## src/rtl/mem_arb_pkg.sv

```systemverilog
// Shared constants for the unified instruction/data memory arbiter.
package mem_arb_pkg;

    localparam logic [1:0] IDLE    = 2'd0;
    localparam logic [1:0] BUSY_IF = 2'd1;
    localparam logic [1:0] BUSY_DM = 2'd2;

    localparam logic OWN_IF = 1'b0;
    localparam logic OWN_DM = 1'b1;

    localparam logic [31:0] NOP_INSTR_DEFAULT = 32'h0000_0013;

    // Round-robin pick: on contention the requester that did not own the bus last wins.
    function automatic logic pick_owner(input logic if_m, input logic dm_m, input logic last_own);
        logic own;
        if (if_m && dm_m) begin
            own = (last_own == OWN_IF) ? OWN_DM : OWN_IF;
        end else if (dm_m) begin
            own = OWN_DM;
        end else begin
            own = OWN_IF;
        end
        return own;
    endfunction

endpackage

```

## src/rtl/mem_watchdog.sv

```systemverilog
// Busy-cycle counter that flags a memory transaction which never completes.
module mem_watchdog #(
    parameter int TIMEOUT = 15
) (
    input  logic clk,
    input  logic rst_n,
    input  logic clear,
    input  logic enable,
    output logic expired
);

    localparam int CNT_W = (TIMEOUT < 2) ? 1 : $clog2(TIMEOUT + 1);

    logic [CNT_W-1:0] count_r;

    // expired is combinational so the abort lands in the TIMEOUT-th busy cycle, not one later.
    assign expired = enable && (count_r == CNT_W'(TIMEOUT - 1));

    // Count busy cycles; saturates once expired so it never wraps.
    always_ff @(posedge clk or negedge rst_n) begin
        if (!rst_n) begin
            count_r <= '0;
        end else if (clear) begin
            count_r <= '0;
        end else if (enable && !expired) begin
            count_r <= count_r + CNT_W'(1);
        end else begin
            count_r <= count_r;
        end
    end

endmodule

```

## src/rtl/unified_mem_arbiter.sv

```systemverilog
// Round-robin arbiter sharing one single-port memory between IF fetch and MEM load/store.
module unified_mem_arbiter
    import mem_arb_pkg::*;
#(
    parameter int ADDR_W = 32,
    parameter int DATA_W = 32,
    parameter int TIMEOUT = 15,
    parameter logic [DATA_W-1:0] NOP_INSTR = DATA_W'(NOP_INSTR_DEFAULT)
) (
    input  logic              clk,
    input  logic              reset,
    input  logic              if_req,
    input  logic [ADDR_W-1:0] if_addr,
    output logic [DATA_W-1:0] if_rdata,
    output logic              if_valid,
    input  logic              dm_read,
    input  logic              dm_write,
    input  logic [ADDR_W-1:0] dm_addr,
    input  logic [DATA_W-1:0] dm_wdata,
    output logic [DATA_W-1:0] dm_rdata,
    output logic              dm_valid,
    output logic              mem_req,
    output logic              mem_we,
    output logic [ADDR_W-1:0] mem_addr,
    output logic [DATA_W-1:0] mem_wdata,
    input  logic [DATA_W-1:0] mem_rdata,
    input  logic              mem_ready,
    output logic              stall_if,
    output logic              stall_mem,
    output logic              bus_error
);

    logic [1:0]        state_r;
    logic              last_own_r;
    logic              mem_req_r;
    logic              mem_we_r;
    logic [ADDR_W-1:0] mem_addr_r;
    logic [DATA_W-1:0] mem_wdata_r;
    logic [DATA_W-1:0] if_rdata_r;
    logic              if_valid_r;
    logic [DATA_W-1:0] dm_rdata_r;
    logic              dm_valid_r;
    logic              bus_error_r;

    logic              if_req_m_s;
    logic              dm_req_m_s;
    logic              grant_any_s;
    logic              grant_own_s;
    logic              busy_s;
    logic              wd_expired_s;

    // A requester in its own completion cycle still has its level request up; mask it.
    always_comb begin
        if_req_m_s  = if_req & ~if_valid_r;
        dm_req_m_s  = (dm_read | dm_write) & ~dm_valid_r;
        grant_any_s = if_req_m_s | dm_req_m_s;
        grant_own_s = pick_owner(if_req_m_s, dm_req_m_s, last_own_r);
        busy_s      = (state_r != IDLE);
    end

    mem_watchdog #(
        .TIMEOUT (TIMEOUT)
    ) u_watchdog (
        .clk     (clk),
        .rst_n   (reset),
        .clear   (~busy_s),
        .enable  (busy_s),
        .expired (wd_expired_s)
    );

    // Arbitration FSM, memory handshake registers and completion/return path.
    always_ff @(posedge clk or negedge reset) begin
        if (!reset) begin
            state_r     <= IDLE;
            last_own_r  <= OWN_IF;
            mem_req_r   <= 1'b0;
            mem_we_r    <= 1'b0;
            mem_addr_r  <= '0;
            mem_wdata_r <= '0;
            if_rdata_r  <= '0;
            if_valid_r  <= 1'b0;
            dm_rdata_r  <= '0;
            dm_valid_r  <= 1'b0;
            bus_error_r <= 1'b0;
        end else begin
            if_valid_r <= 1'b0;
            dm_valid_r <= 1'b0;
            case (state_r)
                IDLE: begin
                    if (grant_any_s) begin
                        mem_req_r  <= 1'b1;
                        last_own_r <= grant_own_s;
                        if (grant_own_s == OWN_DM) begin
                            mem_addr_r  <= dm_addr;
                            mem_wdata_r <= dm_wdata;
                            mem_we_r    <= dm_write;
                            state_r     <= BUSY_DM;
                        end else begin
                            mem_addr_r <= if_addr;
                            mem_we_r   <= 1'b0;
                            state_r    <= BUSY_IF;
                        end
                    end else begin
                        state_r <= IDLE;
                    end
                end
                BUSY_IF: begin
                    if (mem_ready) begin
                        if_rdata_r <= mem_rdata;
                        if_valid_r <= 1'b1;
                        mem_req_r  <= 1'b0;
                        state_r    <= IDLE;
                    end else if (wd_expired_s) begin
                        if_rdata_r  <= NOP_INSTR;
                        if_valid_r  <= 1'b1;
                        bus_error_r <= 1'b1;
                        mem_req_r   <= 1'b0;
                        state_r     <= IDLE;
                    end else begin
                        state_r <= BUSY_IF;
                    end
                end
                BUSY_DM: begin
                    // Stores leave dm_rdata untouched, both on completion and on abort.
                    if (mem_ready) begin
                        if (!mem_we_r) begin
                            dm_rdata_r <= mem_rdata;
                        end else begin
                            dm_rdata_r <= dm_rdata_r;
                        end
                        dm_valid_r <= 1'b1;
                        mem_req_r  <= 1'b0;
                        mem_we_r   <= 1'b0;
                        state_r    <= IDLE;
                    end else if (wd_expired_s) begin
                        if (!mem_we_r) begin
                            dm_rdata_r <= '0;
                        end else begin
                            dm_rdata_r <= dm_rdata_r;
                        end
                        dm_valid_r  <= 1'b1;
                        bus_error_r <= 1'b1;
                        mem_req_r   <= 1'b0;
                        mem_we_r    <= 1'b0;
                        state_r     <= IDLE;
                    end else begin
                        state_r <= BUSY_DM;
                    end
                end
                default: begin
                    mem_req_r <= 1'b0;
                    mem_we_r  <= 1'b0;
                    state_r   <= IDLE;
                end
            endcase
        end
    end

    assign mem_req   = mem_req_r;
    assign mem_we    = mem_we_r;
    assign mem_addr  = mem_addr_r;
    assign mem_wdata = mem_wdata_r;
    assign if_rdata  = if_rdata_r;
    assign if_valid  = if_valid_r;
    assign dm_rdata  = dm_rdata_r;
    assign dm_valid  = dm_valid_r;
    assign bus_error = bus_error_r;

    // Stalls must release in the completion cycle itself, hence combinational.
    assign stall_if  = if_req & ~if_valid_r;
    assign stall_mem = (dm_read | dm_write) & ~dm_valid_r;

endmodule

```

## config.mk

```make
export PLATFORM = sky130hd
export DESIGN_NAME = unified_mem_arbiter
export DESIGN_NICKNAME = d
export VERILOG_FILES = /design/src/rtl/mem_arb_pkg.sv /design/src/rtl/mem_watchdog.sv /design/src/rtl/unified_mem_arbiter.sv
export SDC_FILE = /design/constraint.sdc
export NUM_CORES = 1
export LEC_CHECK = 0
export CAP_MARGIN = 20
export CORE_MARGIN = 2
export CORE_UTILIZATION = 43
export CTS_BUF_LIST = sky130_fd_sc_hd__clkbuf_8 sky130_fd_sc_hd__clkbuf_16
export CTS_CLUSTER_SIZE = 14
export DETAILED_ROUTE_END_ITERATION = 16
export PLACE_DENSITY = 0.95
export SLEW_MARGIN = 20
export SYNTH_ARGS = -nofsm -noshare
export SYNTH_HDL_FRONTEND = slang
export SYNTH_SLANG_ARGS = --single-unit
```

## constraint.sdc

```tcl
create_clock -name clk -period 3.92 [get_ports clk]
set_input_delay 0.392 -clock clk [delete_from_list [all_inputs] [get_ports clk]]
set_output_delay 0.392 -clock clk [all_outputs]
set_load 0.02 [all_outputs]
```

==> impl_metrics.env, run 1 <==
export IMPL_post_cts_buffers=0
export IMPL_cp_data_arrival_time_ps=1760
export IMPL_fin_cells=886
export IMPL_endpoint_kind="output port"
export IMPL_yosys_warnings=0
export IMPL_synth_seq_cells=140
export IMPL_cts_hold_buf=0
export IMPL_row_count=40
export IMPL_max_stage_delay_ps=660
export IMPL_final_core_util=0.717
export IMPL_nets=848
export IMPL_numCtsBuffers=17
export IMPL_htree_levels=4
export IMPL_die_area_um2=13400
export IMPL_num_antenna_cells=0
export IMPL_ios=269
export IMPL_setup_tns_ps=0
export IMPL_grt_use_total=0.251
export IMPL_worstHoldPathType="in2async"
export IMPL_pwr_share_seq=0.328
export IMPL_fin_area_um2=8680
export IMPL_drc=0
export IMPL_tightest_slew_ps=929
export IMPL_cp_cell_sequence="clkdlybuf4s50_1 > o21ba_4 > clkdlybuf4s50_1"
export IMPL_synthTopCellsByArea="dfrtp_1 (65%), a22o_1 (9.9%), nand2_1 (7.0%), a222oi_1 (6.0%), inv_1 (2.6%)"
export IMPL_fp_dieH_um=116
export IMPL_worstSetupEndpoint="stall_mem"
export IMPL_path_common_cell="clkdlybuf4s50_1"
export IMPL_core_area_um2=12100
export IMPL_crit_path_top_delay_cell="clkdlybuf4s50_1"
export IMPL_synth_cells=448
export IMPL_placedInstanceArea_um2=8170
export IMPL_relSlewSlack=0.381
export IMPL_grt_first_pass_wirelength_um=25600
export IMPL_root_buffer="clkbuf_16"
export IMPL_wl_um=16800
export IMPL_holdWs_ps=83.1
export IMPL_yosys_area_top_type="dfrtp_1"
export IMPL_final_hold_violation_count=0
export IMPL_clock_path_buffers=2
export IMPL_rrSetupSlack_ps=1780
export IMPL_timing_final_ws_setup_ps=1770
export IMPL_pwr_share_comb=0.493
export IMPL_clk_latency_ps=410
export IMPL_first_pass_iters=7
export IMPL_cts_resized=0
export IMPL_ant_nets=0
export IMPL_switching_share=0.388
export IMPL_reg2reg_to="if_rdata[1]"
export IMPL_antenna_found_initial=0
export IMPL_syn_avg_cell_area_um2=12.0
export IMPL_syn_nets=588
export IMPL_clk_pin_slew_worst_paths_ps=60
export IMPL_layout_commonest_cell="clkdlybuf4s50_1"
export IMPL_drt_initial_drc_count=470
export IMPL_critPathMaxFanout=5
export IMPL_cts_tree="yes"
export IMPL_powerDensity_nw_per_um2=897
export IMPL_place_congestion=0.844
export IMPL_internal_power_mw=4.76
export IMPL_post_route_min_period_ps=2150
export IMPL_vias_per_cell=5.42
export IMPL_yosysSeqAreaShare=0.651
export IMPL_post_dp_hpwl_um=11900
export IMPL_ir_drop_v=0.000482
export IMPL_avgRoutedWirePerCell_um=19.0
export IMPL_synthToLayoutAreaGrowth_pct=61.3
export IMPL_preCtsSetupSlack_ps=1370
export IMPL_dp_cells=857
export IMPL_io_buffers=268
export IMPL_switching_power_mw=3.02
export IMPL_total_power_mw=7.79
export IMPL_fmax_mhz=466
export IMPL_finClkSkew_ps=10.2
export IMPL_yosysUniqueCellTypes=36
export IMPL_pwr_share_clk=0.179
export IMPL_rsz0062_at_grt="false"
export IMPL_slew_violations=0
export IMPL_status="finished clean"
export IMPL_clock_sinks=140
export IMPL_dr_total_vias=4800
export IMPL_synth_top_cell_area_share=0.651
export IMPL_reg2reg_depth=7
export IMPL_grt_pass1_vias=4981
export IMPL_final_cell_mix="clkdlybuf4s50_1 (267), dfrtp_1 (140), nand2_1 (101)"
export IMPL_drv_cap=0
export IMPL_required_ps=3530
export IMPL_dieWidth_um=116
export IMPL_grt_max_degree=104
export IMPL_overflow=0
export IMPL_finalSetupViolCount=0
export IMPL_period_share=0.548
export IMPL_netlist_area_um2=5380
export IMPL_drive_above_1_share=0.0613
export IMPL_critPathLaunch="dm_write"
export IMPL_initial_core_util=0.444
export IMPL_startpoint_type="primary input"
export IMPL_regToRegStartpoint="state_r[0]"
export IMPL_power_leakage_nw=4.04
export IMPL_path_class="in2out"
routing by layer:
metal	vias up	share of wire	GRT usage
met2	268	0.49	0.411
met5	-	0	0
met1	2387	0.39	0.294
li1	2118	-	-
met4	0	0.019	0.100
met3	27	0.10	0.104
worst min path at each step:
stage,startpoint,endpoint,slack (ps),cells past startpoint
2_1_floorplan,reset,bus_error,100,0
3_3_place_gp,mem_wdata[13],mem_wdata[13],460,2
3_5_place_dp,bus_error,bus_error,460,1
4_1_cts,reset,dm_rdata[2],130,1
5_1_grt,reset,mem_addr[27],160,1
6_report,reset,dm_rdata[2],80,1
cell type report:
cell class | count | area, um2
Sequential cell | 140 | 3500
Fill cell | 807 | 3430
Timing Repair Buffer | 272 | 2710
Multi-Input combinational cell | 239 | 1600
Clock buffer | 19 | 453
Tap cell | 168 | 210
Inverter | 38 | 143
Clock inverter | 10 | 55.1
worst max-delay path, delay by kind of cell:
kind	cells	cell delay [ps]
buf+inv	2	1170
compound gates	1	200
Yosys cell counts, drive strengths merged:
library cell	n
dfrtp	140
nand2	101
a22o	61
inv	38
a222oi	32
buf	16
clkbuf	15
ha	6
nor2	5
o21ai	5
and3	3
o22a	3
a21oi	2
nand3	2
nor3b	2
a211oi	1
a31o	1
a31oi	1
and2	1
and2b	1
and4b	1
mux2	1
mux2i	1
nand3b	1
nand4b	1
nor2b	1
nor3	1
o211ai	1
o21ba	1
o311a	1
o31ai	1
xnor2	1
state kept, by name, indices dropped and copies added, names as in the netlist:
name                cells
u_watchdog.count_r      4
dm_rdata               32
if_valid                1
state_r                 2
last_own_r              1
bus_error               1
mem_addr               32
mem_we                  1
if_rdata               32
mem_wdata              32
mem_req                 1
dm_valid                1
cell families (layout without fill, tap and decap cells):
family	Yosys count	count (layout)	synth area share
DFF	140	140	0.651
and+or+nand+nor	120	120	0.0925
AOI/OAI and AO/OA	110	110	0.183
buffers and inverters	69	339	0.0542
adders and majority gates	6	6	0.0139
muxes	2	2	0.00395
xor gates and xnor gates	1	1	0.00163
power groups by stage:
stage / Combinational [mW] / Clock [mW] / Sequential, mW
2_1_floorplan: 1.26 / 0 / 3.28
3_3_place_gp: 3.70 / 0 / 2.52
3_5_place_dp: 3.86 / 0 / 2.55
4_1_cts: 3.87 / 1.42 / 2.55
5_1_grt: 4.10 / 1.49 / 2.62
6_report: 3.84 / 1.39 / 2.56
(Power assumes the default switching activity.)
==> inputs of run 2 (changes only) <==
Settings changed: CORE_UTILIZATION 43 to 40, PLACE_DENSITY 0.95 to 0.91.
Clock period 3.92 ns to 2.2 ns, I/O delays scaled along.
==> impl_metrics.env, run 2 (synthesized netlist as in run 1, its figures left out) <==
export IMPL_fp_dieH_um=120
export IMPL_synthToLayoutAreaGrowth_pct=65.4
export IMPL_dr_total_vias=4810
export IMPL_initial_core_util=0.408
export IMPL_ant_nets=0
export IMPL_num_antenna_cells=0
export IMPL_relSlewSlack=0.634
export IMPL_period_share=0.909
export IMPL_endpoint_kind="output port"
export IMPL_cp_data_arrival_time_ps=1780
export IMPL_grt_max_degree=58
export IMPL_critPathLaunch="if_valid"
export IMPL_path_class="reg2out"
export IMPL_dieWidth_um=120
export IMPL_final_hold_violation_count=0
export IMPL_post_dp_hpwl_um=11900
export IMPL_worstHoldPathType="in2async"
export IMPL_post_cts_buffers=0
export IMPL_avgRoutedWirePerCell_um=18.8
export IMPL_n_fill_cell=923
export IMPL_clk_pin_slew_worst_paths_ps=60
export IMPL_dp_cells=874
export IMPL_overflow=0
export IMPL_clock_sinks=140
export IMPL_numCtsBuffers=17
export IMPL_preCtsSetupSlack_ps=170
export IMPL_rsz0062_at_grt="false"
export IMPL_powerDensity_nw_per_um2=1630
export IMPL_layout_commonest_cell="clkdlybuf4s50_1"
export IMPL_cts_tree="yes"
export IMPL_root_buffer="clkbuf_16"
export IMPL_setup_tns_ps=0
export IMPL_reg2reg_to="mem_wdata[30]"
export IMPL_grt_pass1_vias=5093
export IMPL_fmax_mhz=500
export IMPL_ios=269
export IMPL_reg2reg_depth=7
export IMPL_cts_resized=0
export IMPL_wl_um=17100
export IMPL_drc=0
export IMPL_critPathMaxFanout=4
export IMPL_drive_above_1_share=0.0712
export IMPL_io_buffers=268
export IMPL_ir_drop_v=0.00109
export IMPL_finClkSkew_ps=6.30
export IMPL_required_ps=1980
export IMPL_post_route_min_period_ps=2000
export IMPL_cts_hold_buf=1
export IMPL_regToRegStartpoint="state_r[0]"
export IMPL_nets=858
export IMPL_multi_input_area_um2=1600
export IMPL_clk_latency_ps=410
export IMPL_drt_initial_drc_count=439
export IMPL_slew_violations=0
export IMPL_vias_per_cell=5.31
export IMPL_clock_path_buffers=2
export IMPL_grt_first_pass_wirelength_um=26900
export IMPL_finalSetupViolCount=0
export IMPL_status="finished clean"
export IMPL_fin_cells=906
export IMPL_timing_final_ws_setup_ps=201
export IMPL_htree_levels=4
export IMPL_place_congestion=0.879
export IMPL_startpoint_type="flip-flop"
export IMPL_rrSetupSlack_ps=240
export IMPL_regArea_um2=3500
export IMPL_power_leakage_nw=4.15
export IMPL_final_cell_mix="clkdlybuf4s50_1 (267), dfrtp_1 (140), nand2_1 (101)"
export IMPL_die_area_um2=14400
export IMPL_total_power_mw=14.5
export IMPL_grt_use_total=0.242
export IMPL_row_count=42
export IMPL_drv_cap=0
export IMPL_first_pass_iters=9
export IMPL_antenna_found_initial=0
export IMPL_core_area_um2=13200
export IMPL_tightest_slew_ps=549
## run 2: cell count changes in the layout (fill, tap and decap cells not counted), moves of 2 or more
cell       delta
bufinv_16     +4
buf_12        +2
clkinv_2      -2
buf_4         +7
## run 2: where the power goes
group | internal [mW] | total [mW] | leakage (nW) | switching, mW
sequential | 3.80 | 4.55 | 1.74 | 0.748
combinational | 3.31 | 6.96 | 2.10 | 3.64
clock | 1.94 | 2.99 | 0.302 | 1.05
total | 9.06 | 14.5 | 4.15 | 5.44
## run 2: metal layers
layer	GRT usage	routed length (um)	up-vias	share of wire
met3	0.0680	1340	37	0.078
met5	0	0	-	0
li1	-	-	2141	-
met1	0.292	6780	2385	0.40
met2	0.402	8430	247	0.49
met4	0.109	513	0	0.030
## run 2: how the worst max path moves through the flow
stage / cells past startpoint / endpoint
5_1_grt: 7 / mem_wdata[0]
2_1_floorplan: 8 / if_rdata[0]
3_5_place_dp: 6 / mem_wdata[29]
4_1_cts: 2 / stall_if
6_report: 2 / stall_if
3_3_place_gp: 6 / mem_wdata[11]
## run 2: worst max-delay path: stages, from the launching register on
cell and delay, ps:
dfrtp_1 420, and2b_1 290, clkdlybuf4s50_1 670
## run 2: layout make-up
cell class              instances  share of cell area
inverters                      38              0.0160
flip-flops and latches        140               0.394
multi-input cells             239               0.179
well taps                     176              0.0247
clock buffers                  19              0.0509
clock inverters                12              0.0191
repair buffers                282               0.316
## run 2: metrics by stage
stage	instance area, um2	hold WS (ps)	utilization
6_report	8900	348	0.675
4_1_cts	8900	332	0.675
3_3_place_gp	8270	212	0.627
5_1_grt	8900	337	0.675
2_1_floorplan	5380	-75.6	-
3_5_place_dp	8270	226	0.627
==> inputs of run 3 (changes only) <==
Settings changed: SLEW_MARGIN 20 to 25.
==> results of run 3 <==
Same layout as run 2: the final DEF is identical, and so are final timing and power.
